File: config.mk
export PLATFORM = sky130hd
export DESIGN_NAME = uni_bitstream_decoder
export DESIGN_NICKNAME = d
export VERILOG_FILES = /design/src/rtl/uni_bitstream_decoder_pkg.sv /design/src/rtl/uni_bitstream_decoder_win_counter.sv /design/src/rtl/uni_bitstream_decoder.sv
export SDC_FILE = /design/constraint.sdc
export NUM_CORES = 1
export LEC_CHECK = 0
export CAP_MARGIN = 25
export CORE_ASPECT_RATIO = 0.75
export CORE_MARGIN = 2
export CORE_UTILIZATION = 35
export CTS_BUF_LIST = sky130_fd_sc_hd__clkbuf_4
export DETAILED_ROUTE_END_ITERATION = 7
export GPL_TIMING_DRIVEN = 0
export PLACE_DENSITY = 0.53
export SYNTH_ARGS = -nofsm -noshare
export SYNTH_HDL_FRONTEND = slang
export SYNTH_HIERARCHICAL = 1
export SYNTH_SLANG_ARGS = --single-unit
File: constraint.sdc
create_clock -name clk_i -period 2.16 [get_ports clk_i]
set_input_delay 0.432 -clock clk_i [delete_from_list [all_inputs] [get_ports clk_i]]
set_output_delay 0.432 -clock clk_i [all_outputs]
set_load 0.05 [all_outputs]
File: src/rtl/uni_bitstream_decoder_pkg.sv
// Shared types and helpers for the unary-to-binary bitstream decoder.
// The count width depends on a module parameter, so the typedef is supplied as a macro.
`ifndef UNI_CNT_T
`define UNI_CNT_T(W) logic [(W):0]
`endif

package uni_pkg;

    localparam int INWD_DEF = 8;

    // Number of samples in one window for a given log2 window length.
    function automatic int win_len(input int inwd);
        return 1 << inwd;
    endfunction

endpackage

File: src/rtl/uni_bitstream_decoder_win_counter.sv
// Window sample counter and ones accumulator; flags the cycle that completes a window
// and presents the (optionally saturated) count of that window combinationally.
module uni_win_counter
    import uni_pkg::*;
#(
    parameter int INWD    = INWD_DEF,
    parameter bit ONE_SAT = 1'b0
) (
    input  logic            clk_i,
    input  logic            rst_ni,
    input  logic            in_en_i,
    input  logic            in_bit_i,
    input  logic            sync_clr_i,
    output logic            done_o,
    output logic [INWD:0]   res_o
);

    typedef `UNI_CNT_T(INWD) uni_cnt_t;
    typedef logic [INWD-1:0] idx_t;

    localparam uni_cnt_t WIN    = uni_cnt_t'(win_len(INWD));
    localparam uni_cnt_t WIN_M1 = uni_cnt_t'(win_len(INWD) - 1);

    idx_t     cnt_q, cnt_d;
    uni_cnt_t acc_q, acc_d;
    uni_cnt_t sum;

    assign sum = acc_q + uni_cnt_t'(in_bit_i);

    always_comb begin
        cnt_d  = cnt_q;
        acc_d  = acc_q;
        done_o = 1'b0;
        // A restart outranks completion: the sample taken with it opens the new window.
        if (sync_clr_i) begin
            cnt_d = in_en_i ? idx_t'(1) : '0;
            acc_d = in_en_i ? uni_cnt_t'(in_bit_i) : '0;
        end else if (in_en_i) begin
            if (cnt_q == '1) begin
                done_o = 1'b1;
                cnt_d  = '0;
                acc_d  = '0;
            end else begin
                cnt_d = cnt_q + idx_t'(1);
                acc_d = sum;
            end
        end
    end

    generate
        if (ONE_SAT) begin : g_sat
            assign res_o = (sum == WIN) ? WIN_M1 : sum;
        end else begin : g_exact
            assign res_o = sum;
        end
    endgenerate

    always_ff @(posedge clk_i) begin
        if (!rst_ni) begin
            cnt_q <= '0;
            acc_q <= '0;
        end else begin
            cnt_q <= cnt_d;
            acc_q <= acc_d;
        end
    end

endmodule

File: src/rtl/uni_bitstream_decoder.sv
// Unary-to-binary decoder: counts ones per 2^INWD accepted samples and offers each count
// through a one-entry valid/ready output register with a sticky drop flag.
module uni_bitstream_decoder
    import uni_pkg::*;
#(
    parameter int INWD    = INWD_DEF,
    parameter bit ONE_SAT = 1'b0
) (
    input  logic            clk_i,
    input  logic            rst_ni,
    input  logic            in_en_i,
    input  logic            in_bit_i,
    input  logic            sync_clr_i,
    output logic [INWD:0]   out_data_o,
    output logic            out_valid_o,
    input  logic            out_ready_i,
    output logic            ovf_o,
    input  logic            ovf_clr_i
);

    typedef `UNI_CNT_T(INWD) uni_cnt_t;

    logic     win_done;
    uni_cnt_t win_res;

    uni_cnt_t data_q, data_d;
    logic     valid_q, valid_d;
    logic     ovf_q, ovf_d;
    logic     reg_free;
    logic     drop;

    uni_win_counter #(
        .INWD    (INWD),
        .ONE_SAT (ONE_SAT)
    ) u_win_counter (
        .clk_i      (clk_i),
        .rst_ni     (rst_ni),
        .in_en_i    (in_en_i),
        .in_bit_i   (in_bit_i),
        .sync_clr_i (sync_clr_i),
        .done_o     (win_done),
        .res_o      (win_res)
    );

    // A result being consumed this cycle frees the slot for a new one without a bubble.
    assign reg_free = !valid_q || out_ready_i;
    assign drop     = win_done && !reg_free;

    always_comb begin
        data_d  = data_q;
        valid_d = valid_q;
        if (win_done && reg_free) begin
            data_d  = win_res;
            valid_d = 1'b1;
        end else if (valid_q && out_ready_i) begin
            valid_d = 1'b0;
        end
    end

    assign ovf_d = drop ? 1'b1 : (ovf_clr_i ? 1'b0 : ovf_q);

    always_ff @(posedge clk_i) begin
        if (!rst_ni) begin
            data_q  <= '0;
            valid_q <= 1'b0;
            ovf_q   <= 1'b0;
        end else begin
            data_q  <= data_d;
            valid_q <= valid_d;
            ovf_q   <= ovf_d;
        end
    end

    assign out_data_o  = data_q;
    assign out_valid_o = valid_q;
    assign ovf_o       = ovf_q;

endmodule
==> out/results.txt <==
most frequent cells in the layout - nand2_1, dfxtp_1, clkdlybuf4s50_1
largest net degree at the start of global routing - 17
met2 Track Usage GR - 0.214
Die Area - 4670 sq um
via count - 1145
Total GRT Usage - 0.142
cells along the critical path - clkdlybuf4s50_1 -> ha_1 -> ha_1 -> nand3_1 -> nor2_1 -> xor2_1 -> nand2_1 -> mux2i_1
die height - 59.7 um
share of cells above drive strength 1 - 0.133
synth warn - 6
syn_area_per_cell - 9.16 sq um
hold_sp - sync_clr_i
Horiz. Die Dim - 78.3 um
quantity of I/O buffers inserted on ports - 16
Routed Antenna Nets - 0
Starting Density - 0.362
Hold Fails Final Rpt - 0
RSZ-0062 raised after global routing - no
clock transition at the registers of the reported paths - 160 ps
First DRT Iteration DRCs - 36
initial antenna violation count - 0
Ports - 18
Slew Viols, Final - 0
area leader, netlist - dfxtp_1
critical path type - in2reg
H-tree depth - 1
kind of end point of the critical path - flip-flop
Synth Area in Adders - 0.0346
status - completed
CP Max Fanout - 5
GPL Wtd Cong - 0.715
Peak supply drop - 343 uV
dpl cells - 229
slowest stage delay, CP - 530 ps
CTS Buf Count - 3
WL per Instance - 12.8 um
main area contributors after synthesis - dfxtp_1, mux2i_1, nand2_1
Post-Layout Cell Count - 235
pwr/cell area - 534 nW/um^2
Post-Syn Nets - 169
CP Data Arrival Time - 2300 ps
Hold Path Depth - 3
Core ar. - 4000 sq um
crit-path most repeated cell - ha_1
Simple-Gate Fraction of Synth Area - 0.263
Hold WC Path Type - in2reg
Hold Buf Count CTS - 0
Max Cap Viol - 0
Yosys reg bits - 28
sequential area share after synthesis - 0.387
worst path bufs/invs - 1
most common cell after layout, fill and taps aside - nand2_1
GR Util met1 - 0.204
Final Net Count - 192
# DRC - 0
area delta synth->final - 20.8%
dpl hpwl - 2240 um
R2R cell count - 6
post-synthesis xor/xnor area fraction - 0.0787
Final Cycle Share - 0.937
RR Endpoint - out_data_o[2]
Skew-Pair Late Insertion Delay - 330 ps
leakage power - 0.629 nW
Top delay family on crit path - simple AND/OR/NAND/NOR gates
Worst path slowest cell - clkdlybuf4s50_1
Worst Tran Pin Value - 497 ps
type of origin of the critical path - primary input
clk root buf - clkbuf_4
Worst EP required - 2430 ps
M3 GR Usage - 0.0393
top cell type's share of synthesized area - 0.387
GR Overflow Total - 0
first-pass GRT wire length - 5180 um
wirelength, routed - 3020 um
clk sinks - 28
r2r setup slk - 270 ps
Synth cell types - 39
reg2reg start - u_win_counter/cnt_q[0]
Synth Area in Compound Gates - 0.108
Post-Syn Area - 1450 sq um
hold endpoint - u_win_counter/cnt_q[0]
Layout Cell Area excl Fill - 1750 sq um
Final Skew - 5.60 ps
vias in the first global route - 1090
Max-slew headroom - 0.668
Area after DPL - 1680 sq um
most congested layer reported by global routing - met2
n_diodes - 0
Synth Instances - 158
DR pass1 iterations - 4
maximum clock frequency - 0.494 GHz
maximum clock insertion buffer count - 2
endpoints failing setup - 0
CTS tree - built
Tmin final - 2020 ps
largest family of logic cells by synthesized area - simple AND/OR/NAND/NOR gates
mux cell area share after synthesis - 0.0761
row count - 20
vias per cell - 4.87
state kept, by name, summed over array words and instances (netlist names):
signal               cells
u_win_counter/acc_q      9
out_data_o               9
out_valid_o              1
ovf_o                    1
u_win_counter/cnt_q      8
repair_timing:
item,4_1_cts,5_1_grt
gates resized for setup,0,1
setup endpoints to repair,0,9
setup buffers,0,2
Yosys cell counts:
cell type and count:
or2b_1 2, ha_1 4, a21boi_2 1, nor2b_1 2
or3_4 1, o211a_1 1, o32ai_1 1, nor3b_1 2
buf_6 3, a41oi_2 1, clkbuf_8 1, o21a_1 1
mux2i_1 11, nand2b_1 2, o21ai_0 2, a21oi_1 6
nor2_1 10, xnor2_1 4, clkbuf_1 1, dfxtp_1 28
and4_1 1, xor2_1 9, or2_2 1, nand3b_4 1
inv_1 2, nor2b_2 1, and3_1 1, nand4_1 4
a31o_2 1, a32o_1 1, nand4b_1 1, nand2_1 29
nand3_1 9, buf_4 1, nor2b_4 1, nand2b_4 1
and4_4 1, buf_2 2, a31oi_1 7
area by class of cell:
class	instances	area, sq um
fillers	407	2250
plain buffers	8	68.8
well taps	55	68.8
multi-input cells	120	816
repair buffers	18	175
flip-flops and latches	28	561
clock inverters	1	30.0
clock buffers	3	22.5
inverters	2	7.51
worst max-delay path by stage:
stage / start / slack, ps / cells after the start / end
after floorplan: u_win_counter/cnt_q[2] / 460 / 6 / out_data_o[0]
after global placement: in_en_i / -210 / 6 / out_data_o[7]
after detailed placement: in_en_i / -250 / 6 / out_data_o[2]
after CTS: u_win_counter/cnt_q[2] / 4 / 6 / out_data_o[2]
after global routing: in_bit_i / 40 / 8 / out_data_o[6]
final: in_bit_i / 140 / 8 / out_data_o[6]
routing by layer:
layer / vias up / wire (um)
met3: 2 / 128
met1: 530 / 1620
li1: 594 / -
met2: 19 / 1240
met5: - / 0
met4: 0 / 21
metrics by stage:
stage | setup slack (ps) | TNS [ps] | power [W] | hold slack [ps] | util
after floorplan | 459 | 0 | 0.000572 | 458 | -
after global placement | -209 | -1880 | 0.000595 | 445 | 0.419
after detailed placement | -247 | -2210 | 0.000596 | 451 | 0.419
after CTS | 4.00 | 0 | 0.000950 | 380 | 0.432
after global routing | 38.1 | 0 | 0.000980 | 399 | 0.437
final | 137 | 0 | 0.000935 | 400 | 0.437
kinds of logic after synthesis:
group                      count (synthesis)
muxes                                     11
DFF                                       28
xor gates and xnor gates                  13
adders and majority gates                  4
and+or+nand+nor                           70
AOI/OAI and AO/OA                         22
buffers and inverters                     10
worst min-delay path, stage by stage:
cell and delay, ps:
buf_6 100, a21oi_1 40, o32ai_1 120
power by group:
part | leakage, nW | internal [W] | switching, W | total (W)
combinational | 0.375 | 0.0000277 | 0.0000344 | 0.0000622
sequential | 0.226 | 0.000520 | 0.00000282 | 0.000523
clock | 0.0279 | 0.000188 | 0.000162 | 0.000350
(Power assumes the default switching activity.)
